`src/rtl/regfile_mp_pkg.sv`:
```
// Shared definitions for the register-file family (integer, coprocessor and FP banks).
// Latency: n/a (types, constants and helpers only).
// Backpressure: n/a.
package regfile_mp_pkg;

  // Default geometry: the classic 32 x 32-bit integer bank.
  localparam int DEF_DATA_W = 32;
  localparam int DEF_ADDR_W = 5;

  // Clear controller states; CLEAR is only reachable in sweep mode.
  typedef enum logic {
    ST_READY = 1'b0,
    ST_CLEAR = 1'b1
  } clr_state_t;

  // Number of entries addressed by an addr_w-bit register index.
  function automatic int depth_of(input int addr_w);
    return 1 << addr_w;
  endfunction

endpackage

```
`src/rtl/regfile_clear_ctrl.sv`:
```
// Clear sequencer for regfile_mp: owns ready, the sweep counter and the dropped-write flag.
// Latency: ready/wr_err are registered; clr_* strobes are combinational for the current edge.
// Backpressure: ready=0 while a sweep runs or during reset; writes seen then raise wr_err.
module regfile_clear_ctrl
  import regfile_mp_pkg::*;
#(
  parameter int ADDR_W     = DEF_ADDR_W,
  parameter int CLEAR_MODE = 0
) (
  input  logic              clk,
  input  logic              reset,
  input  logic              clear_req,
  input  logic              reg_write_en,
  output logic              ready,
  output logic              wr_err,
  output logic              clr_all,
  output logic              clr_one,
  output logic [ADDR_W-1:0] clr_addr
);

  clr_state_t        state;
  clr_state_t        state_next;
  logic [ADDR_W-1:0] cnt;
  logic [ADDR_W-1:0] cnt_next;
  logic              ready_q;
  logic              last_entry;

  assign last_entry = (cnt == {ADDR_W{1'b1}});
  assign clr_addr   = cnt;

  // Parallel mode only needs a registered "out of reset" flag; sweep mode derives ready from the FSM.
  assign ready = (CLEAR_MODE != 0) ? (state == ST_READY) : ready_q;

  // Next-state logic and clear strobes to the storage array.
  always_comb begin
    state_next = state;
    cnt_next   = cnt;
    clr_all    = 1'b0;
    clr_one    = 1'b0;
    if (CLEAR_MODE == 0) begin
      state_next = ST_READY;
      clr_all    = reset | (ready & clear_req);
    end else begin
      case (state)
        ST_READY: begin
          if (clear_req) begin
            state_next = ST_CLEAR;
            cnt_next   = '0;
          end
        end
        ST_CLEAR: begin
          // clear_req is deliberately not looked at here: a running sweep cannot be restarted by it.
          clr_one  = ~reset;
          cnt_next = cnt + ADDR_W'(1);
          if (last_entry) begin
            state_next = ST_READY;
          end
        end
        default: begin
          state_next = ST_CLEAR;
          cnt_next   = '0;
        end
      endcase
    end
  end

  // State, counter and status flags; reset restarts any sweep from entry 0.
  always_ff @(posedge clk) begin
    if (reset) begin
      state   <= (CLEAR_MODE != 0) ? ST_CLEAR : ST_READY;
      cnt     <= '0;
      ready_q <= 1'b0;
      wr_err  <= 1'b0;
    end else begin
      state   <= state_next;
      cnt     <= cnt_next;
      ready_q <= 1'b1;
      wr_err  <= reg_write_en & ~ready;
    end
  end

endmodule

```
`src/rtl/regfile_mp.sv`:
```
// Parametrised multi-read-port register file with optional bypass, hard-wired $0 and clear sequencing.
// Latency: reads are combinational (same cycle); writes and clears commit at the next rising edge.
// Backpressure: ready=0 during reset/sweep; reads then return 0 and writes are dropped with wr_err.
module regfile_mp
  import regfile_mp_pkg::*;
#(
  parameter int DATA_W     = DEF_DATA_W,
  parameter int ADDR_W     = DEF_ADDR_W,
  parameter int NUM_RD     = 2,
  parameter int BYPASS     = 1,
  parameter int ZERO_REG   = 1,
  parameter int CLEAR_MODE = 0
) (
  input  logic                     clk,
  input  logic                     reset,
  input  logic                     clear_req,
  input  logic                     reg_write_en,
  input  logic [ADDR_W-1:0]        write_reg,
  input  logic [DATA_W-1:0]        write_data,
  input  logic [NUM_RD*ADDR_W-1:0] read_reg,
  output logic [NUM_RD*DATA_W-1:0] read_data,
  output logic                     ready,
  output logic                     wr_err
);

  localparam int DEPTH = depth_of(ADDR_W);

  logic [DATA_W-1:0] mem [DEPTH];
  logic              clr_all;
  logic              clr_one;
  logic [ADDR_W-1:0] clr_addr;
  logic              wr_commit;
  logic              wr_discard;

  regfile_clear_ctrl #(
    .ADDR_W     (ADDR_W),
    .CLEAR_MODE (CLEAR_MODE)
  ) u_clear_ctrl (
    .clk          (clk),
    .reset        (reset),
    .clear_req    (clear_req),
    .reg_write_en (reg_write_en),
    .ready        (ready),
    .wr_err       (wr_err),
    .clr_all      (clr_all),
    .clr_one      (clr_one),
    .clr_addr     (clr_addr)
  );

  // A clear request in the same cycle wins over the write, which is then dropped without wr_err.
  assign wr_commit  = reg_write_en & ready & ~clear_req & ~reset;
  assign wr_discard = (ZERO_REG != 0) && (write_reg == '0);

  // Storage update: bulk clear, single-entry sweep clear, or a normal write.
  always_ff @(posedge clk) begin
    if (clr_all) begin
      for (int i = 0; i < DEPTH; i++) begin
        mem[i] <= '0;
      end
    end else if (clr_one) begin
      mem[clr_addr] <= '0;
    end else if (wr_commit && !wr_discard) begin
      mem[write_reg] <= write_data;
    end
  end

  for (genvar k = 0; k < NUM_RD; k++) begin : g_rd
    logic [ADDR_W-1:0] ra;
    logic [DATA_W-1:0] rd_val;

    assign ra = read_reg[k*ADDR_W +: ADDR_W];

    // Read mux priority: hard-wired $0, then not-ready masking, then bypass, then storage.
    always_comb begin
      rd_val = mem[ra];
      if ((ZERO_REG != 0) && (ra == '0)) begin
        rd_val = '0;
      end else if (!ready) begin
        rd_val = '0;
      end else if ((BYPASS != 0) && wr_commit && (write_reg == ra)) begin
        rd_val = write_data;
      end
    end

    assign read_data[k*DATA_W +: DATA_W] = rd_val;
  end

endmodule

```
`config.mk`:
```
export PLATFORM = sky130hd
export DESIGN_NAME = regfile_mp
export DESIGN_NICKNAME = d
export VERILOG_FILES = /design/src/rtl/regfile_mp_pkg.sv /design/src/rtl/regfile_clear_ctrl.sv /design/src/rtl/regfile_mp.sv
export SDC_FILE = /design/constraint.sdc
export NUM_CORES = 2
export LEC_CHECK = 0
export ABC_AREA = 1
export BUFFER_PORTS_ARGS = -buffer_cell sky130_fd_sc_hd__buf_4
export CAP_MARGIN = 20
export CORE_UTILIZATION = 35
export DETAILED_ROUTE_END_ITERATION = 10
export GPL_ROUTABILITY_DRIVEN = 0
export PLACE_DENSITY = 0.49
export SLEW_MARGIN = 10
export SYNTH_ARGS = -nofsm -noshare
export SYNTH_HDL_FRONTEND = slang
export SYNTH_HIERARCHICAL = 1
export SYNTH_SLANG_ARGS = --single-unit
```
`constraint.sdc`:
```
create_clock -name clk -period 8.3 [get_ports clk]
set_clock_uncertainty 0.1 [all_clocks]
set_input_delay 0.83 -clock clk [delete_from_list [all_inputs] [get_ports clk]]
set_output_delay 0.83 -clock clk [all_outputs]
set_load 0.02 [all_outputs]
```
==> summary.md <==
| Metric | Value |
|---|---|
| Status | `finished, final reports clean` |
| Drt via density | `between 5 and 6` |
| Total vias in the final route | `approximately 56000` |
| CTS Sinks | `1026` |
| Area Growth Syn to Fin | `11.1%` |
| Post-CTS Setup Bufs | `0` |
| Worst Path Required | `~7.4 ns` |
| Slew Limit Fails | `0` |
| Synth unique cells | `22` |
| Placed wire-length estimate | `~140 mm` |
| Residual DRC | `0` |
| Leading area contributor after synthesis | `edfxtp_1` |
| Top cells by area, synth | `edfxtp_1 (51%), nand2_1 (16%), nand3_1 (13%)` |
| ANT nets after route | `0` |
| DR iter-0 viols | `between 6000 and 7000` |
| TritonCTS clock tree | `done` |
| Max rail drop VDD | `between 0.15 and 0.2 mV` |
| Setup Viol. Count Final | `0` |
| Fin Setup TNS | `0 ns` |
| # H-tree levels | `3` |
| Antenna violations before repair | `2` |
| HP Class | `in2reg` |
| Lkg Pwr | `between 20 and 30 nW` |
| Clock buffer depth | `3` |
| Reg2reg path depth | `10` |
| Crit path max fanout | `106` |
| Setup Slack @ Placement | `just over 3 ns` |
| Async SR Flop Fraction | `0%` |
| Mapped Cells | `approximately 8200` |
| N_diodes | `0` |
| Num ports | `roughly 120` |
| Critical path class | `in2out` |
| Initial core utilization | `a little over a third` |
| Arrival time at the worst endpoint | `between 4 and 5 ns` |
| Final hold viol count | `0` |
| Fin nets | `roughly 8000` |
| Minimum clock period | `5.51 ns` |
| Period utilisation layout | `roughly two thirds` |
| Max cap viols | `0` |
| First-pass GRT wire length | `~370 mm` |
| Hold depth | `2` |
| Hold_ws | `approximately 0.15 ns` |
| Core ar. | `172000 sq um` |
| Top_reg_cell synth | `edfxtp_1` |
| Worst-path clk slew | `around 0.07 ns` |
| Yosys top cell area share | `roughly half` |
| Die height | `approximately 420 um` |
| Synth Area per Inst | `7.37 sq um` |
| R2R Path Start | `u_clear_ctrl/ready` |
| Relative slew margins | `24.1%` |
| R2r setup slk | `3.90 ns` |
| Cts repair resizes | `0` |
| Crit end category | `primary output` |
| Ys Warns | `6` |
| Global route overflow | `0` |
| Total die area | `~170000 sq um` |
| RSZ-0062 raised after global routing | `false` |
| Die W | `around 420 um` |
| Cell with the most instances after synthesis | `nand2_1` |
| Startpoint types | `input pin` |
| End point of the critical path | `read_data[61]` |
| Maximum clock frequency | `~0.18 GHz` |
| GRT Util Overall | `approximately 30%` |
| Vias in the first global route | `about 53000` |
| Cell Area, Synth | `slightly above 60000 sq um` |
| Seq/Total Area, Yosys | `just over 50%` |
| Routed WL per cell | `between 20 and 30 um` |
| Routed wire length | `about 260 mm` |
| Share of layout cells above drive strength 1 | `around 6.5%` |
| Hold_buf cts | `0` |
| Synth top cells by count | `nand2_1 (2559), nand3_1 (1587), nor2_1 (1106), edfxtp_1 (1024), inv_1 (1012)` |
| CTS Buf Count | `between 100 and 150` |
| Worst Setup SP | `read_reg[5]` |
| Clock root buffer | `clkbuf_16` |
| Reg-to-reg critical path endpoint | `mem[8][16]` |
| Final worst slack | `approximately 2.8 ns` |
| Final Power | `~13 mW` |
| 1st-pass router iterations | `8` |
| Worst-Skew Late Latency | `approximately 0.74 ns` |
| Port bufs | `around 120` |
| Largest net degree at the start of global routing | `183` |
| Core Rows | `~150` |
| Worst Tran Pin Value | `approximately 1.1 ns` |
| Yosys reg bits | `roughly 1000` |
| Pwr dens | `approximately 200 nW/um^2` |
| EDFF count, synth | `about 1000` |
## layout by cell type (no fill, tap or decap), types with 18 or more instances in the layout
cell | netlist | final
clkinv_1 | 2 | 24
o211ai_1 | 86 | 86
nand2_1 | 2559 | 2473
nor3_1 | 18 | 18
clkbuf_16 | 0 | 119
o21ai_0 | 86 | 86
nand3_1 | 1587 | 1584
edfxtp_1 | 1024 | 1024
conb_1 | 2 | 38
nand2_2 | 0 | 85
bufinv_16 | 0 | 21
clkinv_2 | 0 | 31
buf_4 | 6 | 216
nor2_1 | 1106 | 1106
a21oi_1 | 48 | 48
clkbuf_1 | 490 | 18
inv_1 | 1012 | 1004
## worst min-delay path by stage
stage / start / endpoint / slack, ns
floorplan: u_clear_ctrl/ready / u_clear_ctrl/wr_err / 0.51
global placement: u_clear_ctrl/ready / u_clear_ctrl/wr_err / 0.47
detailed placement: u_clear_ctrl/ready / u_clear_ctrl/wr_err / 0.48
CTS: reset / u_clear_ctrl/wr_err / 0.12
global route: reset / u_clear_ctrl/wr_err / 0.15
finish: reset / u_clear_ctrl/wr_err / 0.15
## critical path, cell delays in order
cell	delay (ns)
buf_8	0.55
buf_4	0.79
buf_4	0.82
nand2_1	0.12
nand3_1	0.12
nand2_1	0.07
nand2_1	0.05
nand3_1	0.16
nand3_1	0.39
nand3_1	0.12
nand2_1	0.11
inv_1	0.05
buf_4	0.15
## report_power, final
group / switching [mW] / internal [mW]
clock network: 2.32 / 3.26
registers: 0.0491 / 5.88
logic: 1.40 / 0.449
total: 3.77 / 9.59
## layer usage
| metal | vias to the layer above | track usage [%] | wire length, um |
|---|---|---|---|
| li1 | 25500 | - | - |
| met1 | 27100 | 38.4 | 105000 |
| met2 | 3134 | 46.5 | 118000 |
| met3 | 636 | 4.61 | 23600 |
| met4 | 2 | 15.1 | 13800 |
| met5 | - | 0 | 13 |
## area by class of cell
type	instances	area, sq um
repair buffers	236	1990
fillers	17600	104000
multi-input cells	5542	23600
clock inverters	85	968
inverters	1015	3850
flip-flops and latches	1026	30800
clock buffers	137	3050
well taps	2310	2890
## state kept, by name (all words and copies together), names as in the netlist
signal,cells
mem,1024
u_clear_ctrl/ready,1
u_clear_ctrl/wr_err,1
## cell families (layout without fill, tap and decap cells)
| family | after synthesis | after routing | synth area share [%] |
|---|---|---|---|
| other | 2 | 38 | 0.0124 |
| AO/OA/AOI/OAI | 220 | 220 | 2.18 |
| flip-flops | 1026 | 1026 | 50.9 |
| XOR/XNOR | 3 | 3 | 0.0435 |
| buffers and inverters | 1674 | 1473 | 10.7 |
| AND/OR/NAND/NOR | 5281 | 5281 | 36.2 |
## stage by stage
stage | std cells | instance area [sq um] | utilization, %
floorplan | 8242 | 60600 | -
global placement | 10100 | 63100 | 36.8
detailed placement | 10100 | 63100 | 36.8
CTS | 10400 | 67100 | 39.1
global route | 10400 | 67100 | 39.1
finish | 10400 | 67100 | 39.1
Note: power is estimated with default switching activity, not from simulation.
